--- src/rtl/ps2_pkg.sv ---
// Shared types and constants for the PS/2 set-2 key decoder.
package ps2_pkg;

    typedef enum logic [1:0] {
        ST_IDLE,
        ST_EXT,
        ST_BRK,
        ST_EXT_BRK
    } dec_state_t;

    localparam logic [7:0] PS2_EXT = 8'hE0;
    localparam logic [7:0] PS2_BRK = 8'hF0;

    localparam int FRAME_DATA_MSB = 7;
    localparam int FRAME_PAR_BIT  = 8;
    localparam int FRAME_STOP_BIT = 9;

    // Device replies (BAT ok, echo, ack, failures, resend, error) rather than keys.
    function automatic logic is_status(input logic [7:0] b);
        case (b)
            8'h00, 8'hAA, 8'hEE, 8'hFA, 8'hFC, 8'hFE, 8'hFF: return 1'b1;
            default: return 1'b0;
        endcase
    endfunction

endpackage

--- src/rtl/ps2_key_ctrl_watchdog.sv ---
// Inter-byte watchdog: counts enabled cycles, clear dominates, pulses expire at TIMEOUT_CYCLES-1.
module ps2_key_ctrl_watchdog #(
    parameter int TIMEOUT_CYCLES = 50000
) (
    input  logic clk,
    input  logic reset,
    input  logic clr,
    input  logic en,
    output logic expire
);
    import ps2_pkg::*;

    localparam int W = (TIMEOUT_CYCLES > 2) ? $clog2(TIMEOUT_CYCLES) : 1;
    localparam logic [W-1:0] LAST = W'(TIMEOUT_CYCLES - 1);

    logic [W-1:0] cnt;

    assign expire = en && !clr && (cnt == LAST);

    always_ff @(posedge clk) begin
        if (!reset || clr || !en || expire) begin
            cnt <= '0;
        end else begin
            cnt <= cnt + W'(1);
        end
    end

endmodule

--- src/rtl/ps2_key_ctrl.sv ---
// Turns raw PS/2 frames into key events (E0/F0 prefixes folded into flags) and status pulses.
// One-entry output register with valid/ready; events arriving while it is full are dropped.
module ps2_key_ctrl #(
    parameter int TIMEOUT_CYCLES = 50000
) (
    input  logic       clk,
    input  logic       reset,
    input  logic       rx_valid,
    input  logic [9:0] rx_frame,
    output logic       rx_inhibit,
    output logic       key_valid,
    input  logic       key_ready,
    output logic [7:0] key_code,
    output logic       key_ext,
    output logic       key_break,
    output logic       status_valid,
    output logic [7:0] status_code,
    output logic       timeout,
    output logic       overflow,
    output logic [7:0] err_cnt,
    input  logic       err_clr
);
    import ps2_pkg::*;

    dec_state_t state_q, state_d;

    logic [7:0] rx_byte;
    logic       frame_ok;
    logic       bad_frame;
    logic       ev_fire;
    logic       ev_ext;
    logic       ev_brk;
    logic       st_fire;
    logic       wd_expire;
    logic       accept;
    logic       load_ok;

    assign rx_byte  = rx_frame[FRAME_DATA_MSB:0];
    assign frame_ok = (^rx_frame[FRAME_PAR_BIT:0]) && rx_frame[FRAME_STOP_BIT];
    assign accept   = key_valid && key_ready;
    assign load_ok  = !key_valid || accept;

    ps2_key_ctrl_watchdog #(
        .TIMEOUT_CYCLES(TIMEOUT_CYCLES)
    ) u_watchdog (
        .clk   (clk),
        .reset (reset),
        .clr   (rx_valid),
        .en    (state_q != ST_IDLE),
        .expire(wd_expire)
    );

    always_ff @(posedge clk) begin
        if (!reset) begin
            state_q <= ST_IDLE;
        end else begin
            state_q <= state_d;
        end
    end

    // A frame always takes priority over a coincident watchdog expiry.
    always_comb begin
        state_d   = state_q;
        ev_fire   = 1'b0;
        ev_ext    = 1'b0;
        ev_brk    = 1'b0;
        st_fire   = 1'b0;
        bad_frame = 1'b0;
        if (rx_valid) begin
            if (!frame_ok) begin
                bad_frame = 1'b1;
                state_d   = ST_IDLE;
            end else begin
                case (state_q)
                    ST_IDLE: begin
                        if (rx_byte == PS2_EXT) begin
                            state_d = ST_EXT;
                        end else if (rx_byte == PS2_BRK) begin
                            state_d = ST_BRK;
                        end else if (is_status(rx_byte)) begin
                            st_fire = 1'b1;
                        end else begin
                            ev_fire = 1'b1;
                        end
                    end
                    ST_EXT: begin
                        if (rx_byte == PS2_BRK) begin
                            state_d = ST_EXT_BRK;
                        end else if (rx_byte != PS2_EXT) begin
                            ev_fire = 1'b1;
                            ev_ext  = 1'b1;
                            state_d = ST_IDLE;
                        end
                    end
                    ST_BRK: begin
                        ev_fire = 1'b1;
                        ev_brk  = 1'b1;
                        state_d = ST_IDLE;
                    end
                    default: begin
                        ev_fire = 1'b1;
                        ev_ext  = 1'b1;
                        ev_brk  = 1'b1;
                        state_d = ST_IDLE;
                    end
                endcase
            end
        end else if (wd_expire) begin
            state_d = ST_IDLE;
        end
    end

    always_ff @(posedge clk) begin
        if (!reset) begin
            key_valid    <= 1'b0;
            key_code     <= '0;
            key_ext      <= 1'b0;
            key_break    <= 1'b0;
            status_valid <= 1'b0;
            status_code  <= '0;
            timeout      <= 1'b0;
            overflow     <= 1'b0;
            err_cnt      <= '0;
            rx_inhibit   <= 1'b0;
        end else begin
            status_valid <= st_fire;
            timeout      <= wd_expire;
            rx_inhibit   <= key_valid && !key_ready;
            if (st_fire) begin
                status_code <= rx_byte;
            end

            if (ev_fire && load_ok) begin
                key_valid <= 1'b1;
                key_code  <= rx_byte;
                key_ext   <= ev_ext;
                key_break <= ev_brk;
            end else if (accept) begin
                key_valid <= 1'b0;
            end

            // A drop in the same cycle as a clear must still be recorded.
            if (ev_fire && !load_ok) begin
                overflow <= 1'b1;
            end else if (err_clr) begin
                overflow <= 1'b0;
            end

            if (err_clr) begin
                err_cnt <= bad_frame ? 8'd1 : 8'd0;
            end else if (bad_frame && (err_cnt != 8'hFF)) begin
                err_cnt <= err_cnt + 8'd1;
            end
        end
    end

endmodule

--- config.mk ---
export PLATFORM = sky130hd
export DESIGN_NAME = ps2_key_ctrl
export DESIGN_NICKNAME = d
export VERILOG_FILES = /design/src/rtl/ps2_pkg.sv /design/src/rtl/ps2_key_ctrl_watchdog.sv /design/src/rtl/ps2_key_ctrl.sv
export SDC_FILE = /design/constraint.sdc
export NUM_CORES = 1
export LEC_CHECK = 0
export ABC_AREA = 1
export BUFFER_PORTS_ARGS = -buffer_cell sky130_fd_sc_hd__buf_2
export CAP_MARGIN = 20
export CORE_MARGIN = 3
export CORE_UTILIZATION = 38
export DETAILED_ROUTE_END_ITERATION = 8
export PLACE_DENSITY = 0.69
export SETUP_SLACK_MARGIN = 0.15
export SLEW_MARGIN = 15
export SYNTH_ARGS = -nofsm -noshare
export SYNTH_HDL_FRONTEND = slang
export SYNTH_SLANG_ARGS = --single-unit
--- constraint.sdc ---
create_clock -name clk -period 2.85 [get_ports clk]
set_input_delay 0.1425 -clock clk [delete_from_list [all_inputs] [get_ports clk]]
set_output_delay 0.1425 -clock clk [all_outputs]
set_load 0.01 [all_outputs]
==> results.py <==
metrics = {
    "critical_path": {
        "rr_endpoint": "u_watchdog.cnt[11]",
        "start_kind": "primary input",
        "rr_startpoint": "u_watchdog.cnt[0]",
        "r2r_setup_slack_ps": 1030,
        "worstPathRequired_ps": 3030,
        "worstRegToRegCells": 8,
        "crit_path_end_kind": "register",
        "worst-setup-path-type": "in2reg",
        "critPathMaxFanout": 17,
        "crit_arrival_ps": 2020,
    },
    "finish": {
        "n_fill_cell": 633,
        "area_delta_synth_final_pct": 16.0,
        "fin_area_um2": 2910,
        "drive_gt1_share_pct": 17.2,
        "nNetsFinal": 423,
        "diodes": 0,
    },
    "clocking": {
        "cts_made_buffers": 5,
        "cts_tree": "yes",
        "cts_buffer_depth": 2,
        "cts_setup_buffers": 0,
        "htree_levels": 2,
        "hold_buffers": 0,
        "cts.sinks": 49,
        "cts.clk_slew.worst_paths_ps": 80,
        "clock_latency_ps": 300,
        "post_cts_resize_count": 0,
        "cts_root_buf": "clkbuf_8",
    },
    "pwr": {
        "power_frac_clock_pct": 36.9,
        "pwr-share-seq_pct": 50.7,
        "combPwrFrac_pct": 12.4,
        "irDropWorstVdd_mv": 0.261,
        "internal_power_mw": 1.05,
        "p_leak_nw": 1.28,
        "p_switching_mw": 0.353,
        "netSwitchingFraction_pct": 25.2,
        "powerDensity_nw_per_um2": 481,
    },
    "synthesis": {
        "synthArstFlopShare_pct": 0,
        "synthTopCellsByArea": "dfxtp_1 39%, nand2_1 9.3%, inv_1 8.4%",
        "syn_area_um2": 2510,
        "synth_cell_type_count": 28,
        "ys_top_cells_by_count": "62 x nand2_1, 56 x inv_1, 49 x dfxtp_1, 49 x nor2_1, 28 x a21oi_1",
        "yosysMostFrequentCell": "nand2_1",
        "syn_nets": 377,
        "synth_edf_count": 0,
        "synth_area_per_cell_um2": 7.22,
        "yosysSeqAreaShare_pct": 39.0,
        "yosysTopAreaCell": "dfxtp_1",
        "synth-seq-cells": 49,
        "synth.top_cell.area_share_pct": 39.0,
        "ys_warn_count": 0,
        "synth_flop_cell": "dfxtp_1",
        "synth_cells": 348,
    },
    "die": {
        "initial_core_util_pct": 40.7,
        "die_area_um2": 7620,
        "die-height_um": 87.3,
        "io_pins": 46,
        "die_w_um": 87.3,
        "row_count": 28,
        "core_area_um2": 6170,
    },
    "sta": {
        "finalHoldViolations": 0,
        "finalCritPeriodShare_pct": 64.5,
        "rsz0062_at_grt": "false",
        "tightest_slew_ps": 611,
        "max_freq_mhz": 544,
        "finalSetupViolations": 0,
        "fin_crit_ps": 1840,
        "setup_tns_ps": 0,
        "skew_ps": 12.2,
        "drv_slew": 0,
        "relSlewSlack_pct": 59.1,
    },
    "grt": {
        "grt.total_usage_pct": 15.6,
        "grt_pass1_vias": 2130,
        "grt_antenna_before_repair": 0,
        "grt_pass1_wl_um": 9590,
        "overflow": 0,
        "grt_max_degree": 18,
    },
    "detailed_routing": {
        "ant_nets": 0,
        "drt_iter0_markers": 109,
        "vias_per_cell": 4.82,
        "vias": 2266,
        "wl_per_cell_um": 11.7,
        "route.detailed.drc": 0,
        "dr.pass1.iters": 4,
        "wl_um": 5520,
    },
    "run_status": {
        "status": "finished, final reports clean",
    },
    "hold_path": {
        "holdCritPathClass": "in2reg",
        "worstHoldPathCells": 3,
        "worstHoldStart": "rx_frame[5]",
        "min_to": "key_code[5]",
    },
    "placement": {
        "io_buffers": 45,
        "place_hpwl_um": 4330,
        "place_area_um2": 2800,
        "gp_congestion": 0.879,
    },
    "flow_run": {
        "drv_cap": 0,
    },
}
==> cell type report <==
cell class | instances | area [um2] | area share [%]
Multi-Input combinational cell | 236 | 1280 | 44.1
Sequential cell | 49 | 981 | 33.7
Clock buffer | 7 | 86.3 | 2.96
Tap cell | 75 | 93.8 | 3.22
Inverter | 57 | 214 | 7.34
Clock inverter | 1 | 30.0 | 1.03
Timing Repair Buffer | 45 | 225 | 7.73
==> power groups by stage <==
stage | sequential, mW | combinational (mW) | clock, mW
2_1_floorplan | 0.731 | 0.115 | 0
3_3_place_gp | 0.726 | 0.172 | 0
3_5_place_dp | 0.726 | 0.175 | 0
4_1_cts | 0.710 | 0.175 | 0.526
5_1_grt | 0.712 | 0.198 | 0.562
6_report | 0.710 | 0.174 | 0.517
==> placed cells by master (no fill, tap or decap), types with 2 or more instances in the layout <==
cell type,instances
nor2_4,2
nor3b_1,3
nor2_1,49
nor3_1,15
ha_1,14
nand2_1,62
o21ai_0,14
nand3_1,13
a21oi_1,28
inv_1,56
nand3_2,5
nand4_1,13
o21ai_1,2
buf_2,45
xor2_1,5
clkbuf_8,6
dfxtp_1,49
nor4_2,2
nand2_2,2
==> cells by family after synthesis <==
group | after synthesis | synth area share, %
AOI/OAI and AO/OA | 46 | 9.76
xor gates and xnor gates | 6 | 2.09
adders and majority gates | 14 | 6.97
buffers and inverters | 63 | 9.86
DFF | 49 | 39.0
and+or+nand+nor | 170 | 32.3
==> routing by layer <==
metal | routed length (um) | vias up | part of all wire [%] | GRT usage, %
met5 | 0 | - | 0 | 0
met4 | 80 | 0 | 1.4 | 5.16
met3 | 234 | 9 | 4.2 | 3.50
met2 | 2490 | 43 | 45 | 24.7
met1 | 2720 | 1009 | 49 | 20.9
li1 | - | 1205 | - | -
==> worst max-delay path: stages <==
cell and delay [ps]:
buf_2 110, inv_1 60, ha_1 330, inv_1 90, nand2_1 70, nand2_1 60
nand2_1 50, nand3_2 80, nand3_4 100, nor2_4 250, nand3_2 310, o21ai_0 300
a21oi_1 60
==> through the flow <==
step                      cells  hold slack (ps)  setup WS, ps  total power [mW]  util [%]
after floorplan             348              311          1250             0.846         -
after global placement      462              430           769             0.898      45.4
after detailed placement    462              438           718             0.901      45.4
after CTS                   470              161          1000              1.41      47.3
after global routing        470              161           761              1.47      47.3
final                       470              170          1010              1.40      47.3
==> how the worst max path moves through the flow <==
stage / endpoint / slack (ps) / startpoint / cells after the start
floorplan: err_cnt[3] / 1250 / err_cnt[0] / 12
global placement: status_code[7] / 770 / rx_frame[6] / 13
detailed placement: status_code[5] / 720 / rx_frame[4] / 13
CTS: u_watchdog.cnt[11] / 1000 / u_watchdog.cnt[0] / 8
global route: u_watchdog.cnt[11] / 760 / u_watchdog.cnt[0] / 8
finish: status_code[5] / 1010 / rx_frame[4] / 13
==> sequential cells by signal, summed over array words and instances (netlist names) <==
signal and flops:
rx_inhibit 1, key_ext 1, timeout 1, err_cnt 8
key_code 8, key_valid 1, status_code 8, u_watchdog.cnt 16
status_valid 1, state_q 2, key_break 1, overflow 1
Note: power is estimated with default switching activity, not from simulation.
